<file path="src/rtl/appx_dot_accum.sv">
`default_nettype none
// ============================================================================
// Module   : appx_dot_accum
// Brief    : Saturating accumulator that sums LEN unsigned 32-bit products
//            from the approximate multiplier into one dot-product result.
// Revision : 1.0 - initial release
// ============================================================================
module appx_dot_accum #(
    parameter int ACC_W = 40,
    parameter int LEN_W = 8
) (
    input  logic             clk,
    input  logic             rst_n,
    input  logic             start,
    input  logic [LEN_W-1:0] len,
    input  logic             in_valid,
    output logic             in_ready,
    input  logic [31:0]      prod,
    output logic             out_valid,
    input  logic             out_ready,
    output logic [ACC_W-1:0] acc_out,
    output logic             ovf,
    output logic             busy
);

    typedef enum logic [1:0] {
        S_IDLE  = 2'd0,
        S_ACCUM = 2'd1,
        S_DONE  = 2'd2
    } state_t;

    localparam logic [ACC_W-1:0] c_acc_max = {ACC_W{1'b1}};
    localparam logic [LEN_W-1:0] c_len_one = LEN_W'(1);

    state_t           r_state;
    state_t           w_state_nxt;
    logic [LEN_W-1:0] r_cnt;
    logic [LEN_W-1:0] w_cnt_nxt;
    logic [ACC_W-1:0] r_acc;
    logic [ACC_W-1:0] w_acc_nxt;
    logic             r_ovf;
    logic             w_ovf_nxt;

    logic             w_beat;
    logic [ACC_W:0]   w_sum;
    logic             w_carry;

    // One extra bit catches the carry-out that triggers saturation.
    assign w_sum   = {1'b0, r_acc} + {{(ACC_W + 1 - 32){1'b0}}, prod};
    assign w_carry = w_sum[ACC_W];
    assign w_beat  = (r_state == S_ACCUM) && in_valid;

    always_ff @(posedge clk or negedge rst_n) begin
        if (!rst_n) begin
            r_state <= S_IDLE;
            r_cnt   <= '0;
            r_acc   <= '0;
            r_ovf   <= 1'b0;
        end else begin
            r_state <= w_state_nxt;
            r_cnt   <= w_cnt_nxt;
            r_acc   <= w_acc_nxt;
            r_ovf   <= w_ovf_nxt;
        end
    end

    always_comb begin
        w_state_nxt = r_state;
        w_cnt_nxt   = r_cnt;
        w_acc_nxt   = r_acc;
        w_ovf_nxt   = r_ovf;
        case (r_state)
            S_IDLE: begin
                if (start) begin
                    w_acc_nxt = '0;
                    w_ovf_nxt = 1'b0;
                    w_cnt_nxt = len;
                    // An empty vector skips accumulation and reports zero.
                    w_state_nxt = (len == '0) ? S_DONE : S_ACCUM;
                end
            end
            S_ACCUM: begin
                if (w_beat) begin
                    if (w_carry) begin
                        w_acc_nxt = c_acc_max;
                        w_ovf_nxt = 1'b1;
                    end else begin
                        w_acc_nxt = w_sum[ACC_W-1:0];
                    end
                    w_cnt_nxt = r_cnt - c_len_one;
                    if (r_cnt == c_len_one) begin
                        w_state_nxt = S_DONE;
                    end
                end
            end
            S_DONE: begin
                if (out_ready) begin
                    w_state_nxt = S_IDLE;
                end
            end
            default: begin
                w_state_nxt = S_IDLE;
            end
        endcase
    end

    // Handshake outputs come straight from the state register.
    assign in_ready  = (r_state == S_ACCUM);
    assign out_valid = (r_state == S_DONE);
    assign busy      = (r_state != S_IDLE);
    assign acc_out   = r_acc;
    assign ovf       = r_ovf;

endmodule
`default_nettype wire

</file>
<file path="config.mk">
export PLATFORM = sky130hd
export DESIGN_NAME = appx_dot_accum
export DESIGN_NICKNAME = d
export VERILOG_FILES = /design/src/rtl/appx_dot_accum.sv
export SDC_FILE = /design/constraint.sdc
export NUM_CORES = 1
export LEC_CHECK = 0
export BUFFER_PORTS_ARGS = -buffer_cell sky130_fd_sc_hd__buf_2
export CAP_MARGIN = 20
export CORE_ASPECT_RATIO = 1.25
export CORE_UTILIZATION = 55
export CTS_CLUSTER_DIAMETER = 30
export DETAILED_ROUTE_END_ITERATION = 6
export HOLD_SLACK_MARGIN = 0.08
export PLACE_DENSITY = 0.89
export SYNTH_ARGS = -nofsm -noshare
export SYNTH_HDL_FRONTEND = slang
export SYNTH_SLANG_ARGS = --single-unit
</file>
<file path="constraint.sdc">
create_clock -name clk -period 4 [get_ports clk]
set_clock_uncertainty 0.1 [all_clocks]
set_input_delay 0.2 -clock clk [delete_from_list [all_inputs] [get_ports clk]]
set_output_delay 0.2 -clock clk [all_outputs]
set_load 0.005 [all_outputs]
</file>
==> metrics list <==
* Beginning of the worst register-to-register path: acc_out[0]
* Sequential-to-total area share from yosys stat: 30.47%
- Buffers added on ports: 88
- Global routing used 27.90% of the available tracks.
- Across all register-to-register paths, the minimum setup slack is 660 ps.
- Setup repair after global routing left no endpoint under its margin.
- Number of maximum-capacitance violations: 0
- Remaining global-route overflow: 0
- For the pin with the worst max-slew slack, the measured transition is 892.3 ps.
- Counting every instance in the synthesized netlist gives 484.
- In the final layout, the share of cells above drive strength 1 is 21.81%.
- Final wirelength: 10,820 um
- In this run the static leakage power is 2.312 nW.
* Total number of nets in the final design: 643
- Dividing total power by cell area gives a power density of 663.8 nW/um2.
- The worst-case IR drop observed on VDD is 0.5862 mV.
- The final-report max-slew violation count came to 0.
- The worst setup path is of the reg2reg kind.
* XOR/XNOR share of the synthesized area: 5.645%
* Clk_lat worst skew: 320 ps
- Setup violations remaining at the end of the flow were counted as 0.
* Synthesized net count: 564
- Cell depth of the worst flop-to-flop path: 10
* Die extent in y: 99.58 um
- On the final layout, the worst hold slack is 87.17 ps.
* Bufs on Longest Clock Path: 2
* FF-to-FF End: acc_out[12]
- Routability congestion estimate: 0.9576
- Die Footprint: 7972 um2
- Die outline width: 80.06 um
- Placement row count: 35
- Final Worst Setup Slack: 655.0 ps
- First element of the critical path: acc_out[0]
* Final standard cell area without fillers: 4782 um2
- Number of inserted filler cells in the final layout: 618
- For this run, the leading register cell type out of synthesis is sky130_fd_sc_hd__dfrtp_1.
- Max-Slew Margin vs Limit: 40.51%
* Via count of the first global-routing pass: 3,982
- Along the worst path, the maximum fanout reaches 18.
- In the final timing run, aggregate negative setup slack is 0 ps.
* Data arrival time of the critical path: 3450 ps
* Status: complete, no violations
* HPWL reported at the end of detailed placement: 8081 um
- The placed instances occupy a cell area of 4607 um2.
- After Yosys synthesis, and, or, nand and nor cells account for 17.44% of the synthesized area.
* Startpoint type of the worst setup path: flip-flop
- For this run, design rule violations remaining after detail routing come to 0.
- Depth of the worst hold-timing path: 3
* Post-synthesis sequential element count: 51
- The portion of synthesized area spent on multiplexers is 0.2389%.
- Sink of the worst hold path: r_cnt[6]
* Initial drt markers: 230
- Worst min-delay path class: in2reg
* Area overhead of the layout relative to synthesis: 14.16%
- Gates resized during post-CTS repair numbered 0.
- Fmax: 299.0 MHz
- Crit share post-route: 83.62%
* Top-level port count: 89
* Number of hold violations in the final report: 0
- Of all flip-flops after synthesis, the portion carrying an async set or reset was 100.0%.
- The clock drives 51 sinks.
- The routed layout has 4,138 vias.
* Root buf cell: sky130_fd_sc_hd__clkbuf_8
- Of all cell types, the one taking the most synthesized area is sky130_fd_sc_hd__dfrtp_1.
- For the finished layout, the period the worst path requires is 3345 ps.
- The initial antenna violation count was 0.
* Number of H-tree levels: 2
- Required time at the worst-slack endpoint: 4100 ps
- Number of antenna repair diodes: 0
- The netlist uses 66 different library cells.
- By area, the combinational part of the netlist is dominated by compound AO/OA/AOI/OAI gates.
- Area of the core: 7357 um2
- During synthesis, Yosys emitted a total of 0 warnings.
- Pin count of the biggest net entering global routing: 52
- TritonCTS Buffers: 5
- After clock tree synthesis, the clock-pin slew on the worst setup and hold paths is 110 ps.
- DP Worst Slack: 692.4 ps
- Per-cell via count in the routed design: 6.308
- Number of enable-type register cells in the synthesized netlist: 0
* Synth Area in Compound Gates: 30.14%
- In this run the most critical hold path is launched from len[6].
* Adder-cell share of the synthesized area: 10.63%
* Post-synthesis cell area: 4189 um2
* Post-DRT Antenna Nets: 0
- Top post-synthesis cells by area: sky130_fd_sc_hd__dfrtp_1 30%, sky130_fd_sc_hd__ha_1 10%, sky130_fd_sc_hd__a221o_1 6.5%, sky130_fd_sc_hd__a21oi_1 5.5%, sky130_fd_sc_hd__nand2_1 3.9%
- Wire length of the first global-routing pass: 18,010 um
- TritonCTS built the clock tree.
- Effective utilization at floorplan: 56.94%
- The average instance in the mapped netlist occupies 8.655 um2.
- For this run, the detailed router's first-pass iteration total came to 7.
- Share of the synthesized area in the top cell type: 30.47%
* Endpoint kind of the worst setup timing path: flip-flop
* DR WL/cell: 16.49 um
-- metrics by stage --
step | total power [mW] | util [%] | cells
after CTS | 3.159 | 65.00 | 656
after global routing | 3.438 | 65.00 | 656
after floorplan | 2.345 | - | 484
after detailed placement | 2.814 | 62.62 | 640
final | 3.174 | 65.00 | 656
after global placement | 2.738 | 62.62 | 640
-- cell usage in the layout, fill, tap and decap left out, types with 2 or more instances in the layout --
cell type and instances:
sky130_fd_sc_hd__a21oi_1 46, sky130_fd_sc_hd__o21bai_1 3, sky130_fd_sc_hd__a221o_1 27, sky130_fd_sc_hd__nor3_1 10
sky130_fd_sc_hd__a41o_1 2, sky130_fd_sc_hd__clkbuf_8 5, sky130_fd_sc_hd__inv_6 2, sky130_fd_sc_hd__xnor2_1 18
sky130_fd_sc_hd__o221ai_1 3, sky130_fd_sc_hd__dlygate4sd3_1 8, sky130_fd_sc_hd__a211o_2 2, sky130_fd_sc_hd__buf_4 4
sky130_fd_sc_hd__nor4_1 7, sky130_fd_sc_hd__and3_1 3, sky130_fd_sc_hd__nand3b_1 2, sky130_fd_sc_hd__a31oi_1 3
sky130_fd_sc_hd__and2_2 5, sky130_fd_sc_hd__buf_2 88, sky130_fd_sc_hd__nor2_1 36, sky130_fd_sc_hd__ha_1 34
sky130_fd_sc_hd__xor2_1 9, sky130_fd_sc_hd__o211ai_1 7, sky130_fd_sc_hd__nand3_1 14, sky130_fd_sc_hd__nor2b_1 4
sky130_fd_sc_hd__nand2_1 44, sky130_fd_sc_hd__nand2b_1 5, sky130_fd_sc_hd__nand4_1 11, sky130_fd_sc_hd__o21ai_1 4
sky130_fd_sc_hd__or2_2 2, sky130_fd_sc_hd__inv_1 16, sky130_fd_sc_hd__dfrtp_1 51, sky130_fd_sc_hd__a21o_1 10
sky130_fd_sc_hd__a22oi_1 3, sky130_fd_sc_hd__o311ai_0 3, sky130_fd_sc_hd__o21a_1 7, sky130_fd_sc_hd__o21ai_0 26
sky130_fd_sc_hd__o31a_2 2, sky130_fd_sc_hd__or3_1 3, sky130_fd_sc_hd__a211oi_1 9
-- worst max path at each step --
stage | end | cells past startpoint | slack, ps
2_1_floorplan | acc_out[39] | 10 | 1130
3_3_place_gp | acc_out[10] | 10 | 840
3_5_place_dp | acc_out[15] | 10 | 690
4_1_cts | acc_out[12] | 10 | 640
5_1_grt | acc_out[12] | 10 | 350
6_report | acc_out[12] | 10 | 660
-- power by group --
group | internal, mW | switching [mW] | total [mW]
Combinational | 0.861 | 1.11 | 1.97
Clock | 0.130 | 0.205 | 0.335
Sequential | 0.695 | 0.176 | 0.871
Total | 1.69 | 1.49 | 3.17
-- worst max-delay path, cell delays in order, from the launching register on --
cell and delay (ps):
sky130_fd_sc_hd__dfrtp_1 420, sky130_fd_sc_hd__ha_1 230, sky130_fd_sc_hd__fa_1 440, sky130_fd_sc_hd__a211oi_1 260
sky130_fd_sc_hd__nor2_1 110, sky130_fd_sc_hd__o311ai_1 440, sky130_fd_sc_hd__a31oi_2 200, sky130_fd_sc_hd__o21ai_1 190
sky130_fd_sc_hd__nand2_1 260, sky130_fd_sc_hd__buf_4 300, sky130_fd_sc_hd__a221o_1 280
-- kinds of logic (layout without fill, tap and decap cells) --
group	Yosys count	count (layout)
flip-flops	51	51
adder cells (fa/ha/maj)	35	35
buffers and inverters	44	124
XOR/XNOR	27	27
AND/OR/NAND/NOR	151	151
multiplexers	1	1
AO/OA/AOI/OAI	175	175
-- synthesized netlist by cell type, types with 4 or more instances --
cell type / n
sky130_fd_sc_hd__nor3_1: 10
sky130_fd_sc_hd__o21ai_1: 4
sky130_fd_sc_hd__nand4_1: 11
sky130_fd_sc_hd__and2_2: 5
sky130_fd_sc_hd__o21a_1: 7
sky130_fd_sc_hd__nand2_1: 44
sky130_fd_sc_hd__nor4_1: 7
sky130_fd_sc_hd__nand2b_1: 5
sky130_fd_sc_hd__clkbuf_1: 10
sky130_fd_sc_hd__dfrtp_1: 51
sky130_fd_sc_hd__ha_1: 34
sky130_fd_sc_hd__xor2_1: 9
sky130_fd_sc_hd__o21ai_0: 26
sky130_fd_sc_hd__buf_2: 10
sky130_fd_sc_hd__nand3_1: 14
sky130_fd_sc_hd__xnor2_1: 18
sky130_fd_sc_hd__o211ai_1: 7
sky130_fd_sc_hd__nor2_1: 36
sky130_fd_sc_hd__a21oi_1: 46
sky130_fd_sc_hd__a211oi_1: 9
sky130_fd_sc_hd__a21o_1: 10
sky130_fd_sc_hd__a221o_1: 27
sky130_fd_sc_hd__nor2b_1: 4
sky130_fd_sc_hd__inv_1: 16
-- timing repair --
action,in CTS,in global routing
buffers inserted,0,0
hold endpoints to repair,58,0
hold buffers,8,0
setup endpoints to repair,0,0
-- per-layer routing --
| layer | track usage, % | vias up | part of all wire [%] |
|---|---|---|---|
| met5 | 0 | - | 0 |
| met4 | 9.203 | 0 | 1.6 |
| met3 | 3.303 | 16 | 5.5 |
| met2 | 48.13 | 164 | 50 |
| met1 | 35.90 | 1965 | 43 |
| li1 | - | 1993 | - |
-- state kept, by name, summed over array words and instances (netlist names) --
signal,count
acc_out,40
r_cnt,8
r_state,2
ovf,1
-- area by class of cell --
type / instances / area, um2 / share of cell area (%)
Clock buffer: 5 / 68.82 / 1.439
Clock inverter: 3 / 26.28 / 0.5495
Inverter: 16 / 60.06 / 1.256
Multi-Input combinational cell: 389 / 2685 / 56.15
Sequential cell: 51 / 1276 / 26.69
Tap cell: 92 / 115.1 / 2.407
Timing Repair Buffer: 100 / 550.5 / 11.51
Note: power is estimated with default switching activity, not from simulation.
